$ cat src/rtl/key_event_tracker.sv
// key_event_tracker: per-key press / auto-repeat / release event generator.
// Each channel runs an IDLE -> ARMED -> HELD machine with its own hold counter;
// all outputs are registered one clock after the input sample that causes them.
module key_event_tracker #(
  parameter int unsigned NUM_KEYS      = 4,
  parameter int unsigned HOLD_CYCLES   = 1000,
  parameter int unsigned REPEAT_CYCLES = 250,
  parameter int unsigned CNT_W         = 16,
  parameter int unsigned STICKY        = 0,
  localparam int unsigned IDX_W        = (NUM_KEYS > 1) ? $clog2(NUM_KEYS) : 1
) (
  input  logic                clk,
  input  logic                reset,
  input  logic [NUM_KEYS-1:0] rise,
  input  logic [NUM_KEYS-1:0] pressed,
  input  logic [NUM_KEYS-1:0] ack,
  output logic [NUM_KEYS-1:0] press_evt,
  output logic [NUM_KEYS-1:0] repeat_evt,
  output logic [NUM_KEYS-1:0] release_evt,
  output logic [NUM_KEYS-1:0] held,
  output logic                any_release,
  output logic [IDX_W-1:0]    last_idx
);

  typedef enum logic [1:0] {
    IDLE  = 2'd0,
    ARMED = 2'd1,
    HELD  = 2'd2
  } stateT;

  localparam logic [CNT_W-1:0] HOLD_TC   = CNT_W'(HOLD_CYCLES);
  localparam logic [CNT_W-1:0] REPEAT_TC = CNT_W'(REPEAT_CYCLES);
  localparam logic             STICKY_EN = (STICKY != 0);

  stateT               stateQ [NUM_KEYS];
  stateT               stateD [NUM_KEYS];
  logic [CNT_W-1:0]    cntQ   [NUM_KEYS];
  logic [CNT_W-1:0]    cntD   [NUM_KEYS];
  logic [NUM_KEYS-1:0] pressD;
  logic [NUM_KEYS-1:0] repeatD;
  logic [NUM_KEYS-1:0] releaseNew;
  logic [NUM_KEYS-1:0] releaseD;
  logic [NUM_KEYS-1:0] heldD;
  logic [IDX_W-1:0]    lastIdxD;

  // Per-channel next state, counter and event strobes; release beats a terminal count.
  always_comb begin
    pressD     = '0;
    repeatD    = '0;
    releaseNew = '0;
    heldD      = '0;
    for (int i = 0; i < int'(NUM_KEYS); i++) begin
      stateD[i] = stateQ[i];
      cntD[i]   = cntQ[i];
      case (stateQ[i])
        IDLE: begin
          if (rise[i]) begin
            stateD[i] = ARMED;
            cntD[i]   = '0;
            pressD[i] = 1'b1;
          end
        end
        ARMED: begin
          if (!pressed[i]) begin
            stateD[i]     = IDLE;
            cntD[i]       = '0;
            releaseNew[i] = 1'b1;
          end else if ((cntQ[i] + CNT_W'(1)) == HOLD_TC) begin
            stateD[i]  = HELD;
            cntD[i]    = '0;
            repeatD[i] = 1'b1;
          end else begin
            cntD[i] = cntQ[i] + CNT_W'(1);
          end
        end
        HELD: begin
          if (!pressed[i]) begin
            stateD[i]     = IDLE;
            cntD[i]       = '0;
            releaseNew[i] = 1'b1;
          end else if ((cntQ[i] + CNT_W'(1)) == REPEAT_TC) begin
            cntD[i]    = '0;
            repeatD[i] = 1'b1;
          end else begin
            cntD[i] = cntQ[i] + CNT_W'(1);
          end
        end
        default: begin
          stateD[i] = IDLE;
          cntD[i]   = '0;
        end
      endcase
      heldD[i] = (stateD[i] == HELD);
    end
  end

  // Release flag: pulse, or sticky until acked; a new release overrides a same-cycle ack.
  always_comb begin
    releaseD = releaseNew | (release_evt & ~ack & {NUM_KEYS{STICKY_EN}});
  end

  // Most recent released key; lowest index wins on simultaneous releases.
  always_comb begin
    lastIdxD = last_idx;
    for (int i = int'(NUM_KEYS) - 1; i >= 0; i--) begin
      if (releaseNew[i]) begin
        lastIdxD = IDX_W'(i);
      end
    end
  end

  // State, counters and registered outputs.
  always_ff @(posedge clk) begin
    if (reset) begin
      for (int i = 0; i < int'(NUM_KEYS); i++) begin
        stateQ[i] <= IDLE;
        cntQ[i]   <= '0;
      end
      press_evt   <= '0;
      repeat_evt  <= '0;
      release_evt <= '0;
      held        <= '0;
      any_release <= 1'b0;
      last_idx    <= '0;
    end else begin
      for (int i = 0; i < int'(NUM_KEYS); i++) begin
        stateQ[i] <= stateD[i];
        cntQ[i]   <= cntD[i];
      end
      press_evt   <= pressD;
      repeat_evt  <= repeatD;
      release_evt <= releaseD;
      held        <= heldD;
      any_release <= |releaseD;
      last_idx    <= lastIdxD;
    end
  end

endmodule

$ cat config.mk
export PLATFORM = sky130hd
export DESIGN_NAME = key_event_tracker
export DESIGN_NICKNAME = d
export VERILOG_FILES = /design/src/rtl/key_event_tracker.sv
export SDC_FILE = /design/constraint.sdc
export NUM_CORES = 1
export LEC_CHECK = 0
export ABC_AREA = 1
export ABC_CLOCK_PERIOD_IN_PS = 2300
export BUFFER_PORTS_ARGS = -buffer_cell sky130_fd_sc_hd__buf_2
export CAP_MARGIN = 20
export CORE_UTILIZATION = 55
export CTS_CLUSTER_DIAMETER = 150
export DETAILED_ROUTE_END_ITERATION = 8
export PLACE_DENSITY = 0.73
export SETUP_SLACK_MARGIN = 0.3
export SYNTH_ARGS = -nofsm -noshare
export SYNTH_HDL_FRONTEND = slang
export SYNTH_SLANG_ARGS = --single-unit
export TNS_END_PERCENT = 5
$ cat constraint.sdc
create_clock -name clk -period 2.3 [get_ports clk]
set_input_delay 0.23 -clock clk [delete_from_list [all_inputs] [get_ports clk]]
set_output_delay 0.23 -clock clk [all_outputs]
set_load 0.005 [all_outputs]
==> metrics.txt <==
Setup TNS Final=0 ps; Die W=108 um; drt wl/cell=12.6 um; crit path capture type=flip-flop; post-route ant nets=0; DR iter-0 viols=340; status=complete, no violations; RSZ-0062 raised after global routing=yes; most common cell in the netlist=nand2_1; RR Endpoint=cntQ[1][0]$_SDFFE_PP0P_; Worst-Margin Slew=411 ps; Hold Crit Start=rise[3]; area of the multi-input gates=4200 sq um; total number of placement rows=38; power per cell area=425 nW/um^2; WL final=15600 um; Slowest cell on crit path=dfxtp_4; Post-Syn Area=6180 sq um; crit path kind=reg -> reg; area grow syn2layout=20.0%; area leader, netlist=dfxtp_1; CTS root buffer=clkbuf_8; max-cap violations=0; Hold-fix buffers, CTS=0; Worst Path Max Fanout=8; H-tree depth=3; initial antenna violation count=1; DR pass1 iterations=5; IO Port Bufs=28; Worst Hold End=press_evt[3]$_SDFF_PP0_; number of global-route vias before repair=5388; cell count of the worst hold path=3; grt ovf=0; reg2reg setup slack=320 ps; number of synthesized flops with an enable pin=0; Worst Skew=10.6 ps; R2R cell count=13; # fillers=1001; Clk Latency, worst-skew pair=380 ps; pin count of the biggest net entering global routing=24; DIE AREA=11700 sq um; post-route DRC violation count=0; syn_nets=1080; critical path, cell by cell=ha_4, nand2_4, nor2_4, buf_6, nand3_2, nand2_2, nand2_1, nor2_2, nand3_2, o21ai_4, nand2_4, nand2_2, a21oi_1; Final min period=1980 ps; P_leak=0.00295 uW; final setup vio count=0; Max VDD drop=311 uV; register bit total from synthesis=91; share of cells above drive strength 1=0.193; CP bufs+invs=1; yosys warns=0; Final Cycle Share=0.862; CTS tree=done; core box area=10900 sq um; clock-pin transition on the worst setup and hold timing paths=90 ps; crit path launch type=flip-flop; Placer Congestion=0.901; Synth top cells by count=nand2_1, nor2_1, inv_1, a21oi_1, dfxtp_1; sequential-to-total area share from yosys stat=0.295; DPL Wire Length=10300 um; Synth Area per Inst=5.95 sq um; final hold vios=0; Critical Path Max Stage Delay=380 ps; Synth cell types=28; nets=1140; TritonCTS Sinks=91; FF+latch area=1880 sq um; max-slew violations=0; Synth async-reset ratio=0; Via density=5.18; top cells by area, synth=dfxtp_1, nand2_1, nor2_1; Worst slew margin=0.725; most common flop cell mapped by yosys=dfxtp_1; Num CTS Buffers=9; first-pass GRT wire length=24600 um; I/O pin cnt=33; f_max=505 MHz; Data required, critical path=2560 ps; Starting Density=0.567; worst reg2reg path startpoint=cntQ[1][1]$_SDFFE_PP0P_; Via Count=6430; Largest delay share family, worst path=simple AND/OR/NAND/NOR gates; clk buf depth=2; critical path arrival=2240 ps; post-layout util=0.681; Tightest Hold Check Type=in -> reg; Die Height=108 um; GRT Total Usage=0.263; post-synthesis cell count=1038; area share of the largest cell type after synthesis=0.295; Diodes inserted=0
[state kept, by name, indices dropped and copies added, names as in the netlist]
register,flops
last_idx,2
cntQ,64
any_release,1
held,4
release_evt,4
press_evt,4
stateQ,8
repeat_evt,4
[cells by family (layout without fill, tap and decap cells)]
logic type	count (synthesis)	in the layout	share of synthesized area
buffers and inverters	151	210	0.0968
AO/OA/AOI/OAI	127	127	0.110
XOR/XNOR	1	1	0.00142
flip-flops	91	91	0.295
AND/OR/NAND/NOR	640	644	0.440
adder cells (fa/ha/maj)	28	28	0.0567
[placed cells by master, fill, tap and decap left out, types with 2 or more instances in the layout]
cell	n
a21oi_1	98
buf_2	28
buf_4	33
buf_6	4
bufinv_16	2
clkbuf_8	11
dfxtp_1	60
dfxtp_2	25
dfxtp_4	6
ha_1	24
ha_4	4
inv_1	126
inv_4	3
nand2_1	349
nand2_2	24
nand2_4	11
nand2_8	2
nand3_1	46
nand3_2	10
nand3_4	3
nand3b_1	6
nand4_1	34
nor2_1	116
nor2_2	16
nor2_4	21
nor3_1	6
o211ai_1	3
o21ai_0	11
o21ai_1	2
o21ai_2	2
o21ai_4	3
o21bai_1	2
[where the power goes]
part	internal, uW	switching (uW)	total, uW
sequential	1590	15.3	1600
combinational	95.1	205	300
clock	662	587	1250
[metrics by stage]
stage	cells	total power, uW	instance area [sq um]	hold WS, ps	setup slack [ps]
3_5_place_dp	1202	1900	6510	473	118
2_1_floorplan	1038	1820	6180	344	327
6_report	1241	3150	7410	80.0	318
5_1_grt	1241	3270	7410	85.9	197
4_1_cts	1226	3170	6960	71.9	292
3_3_place_gp	1202	1900	6510	470	166
[worst reg2reg max path: stages, from the launching register on]
cell     delay (ps)
dfxtp_4         380
ha_4            170
nand2_4          60
nor2_4          110
buf_6           120
nand3_2          90
nand2_2          80
nand2_1          60
nor2_2          150
nand3_2         110
o21ai_4         230
nand2_4         140
nand2_2          90
a21oi_1          60
[cell type report]
type | count | share of cell area
inverter | 130 | 0.0669
tap | 140 | 0.0236
timing repair buffer | 66 | 0.0611
multi-input combinational | 800 | 0.566
sequential | 91 | 0.253
clock inverter | 2 | 0.00811
clock buffer | 12 | 0.0209
[worst max-delay path by stage]
stage | startpoint | to | cells past startpoint
detailed placement | cntQ[3][1]$_SDFFE_PP0P_ | cntQ[3][15]$_SDFFE_PP0P_ | 14
global route | cntQ[1][1]$_SDFFE_PP0P_ | cntQ[1][0]$_SDFFE_PP0P_ | 13
global placement | cntQ[1][1]$_SDFFE_PP0P_ | cntQ[1][0]$_SDFFE_PP0P_ | 12
floorplan | cntQ[1][0]$_SDFFE_PP0P_ | cntQ[1][12]$_SDFFE_PP0P_ | 13
finish | cntQ[1][1]$_SDFFE_PP0P_ | cntQ[1][0]$_SDFFE_PP0P_ | 13
CTS | cntQ[1][1]$_SDFFE_PP0P_ | cntQ[1][1]$_SDFFE_PP0P_ | 13
[routing by layer]
layer | global-route usage | vias to the layer above | share of wire
met3 | 0.0362 | 29 | 0.042
met1 | 0.347 | 2861 | 0.47
met5 | 0 | - | 0.00083
li1 | - | 3402 | -
met2 | 0.430 | 136 | 0.47
met4 | 0.107 | 2 | 0.023
[repair_timing]
action / 4_1_cts / 5_1_grt
gates resized for setup: 38 / 104
setup buffers: 7 / 14
pin swaps: 17 / 41
cloned: 3 / 1
endpoints found under the setup margin: 74 / 78
Note: power is estimated with default switching activity, not from simulation.
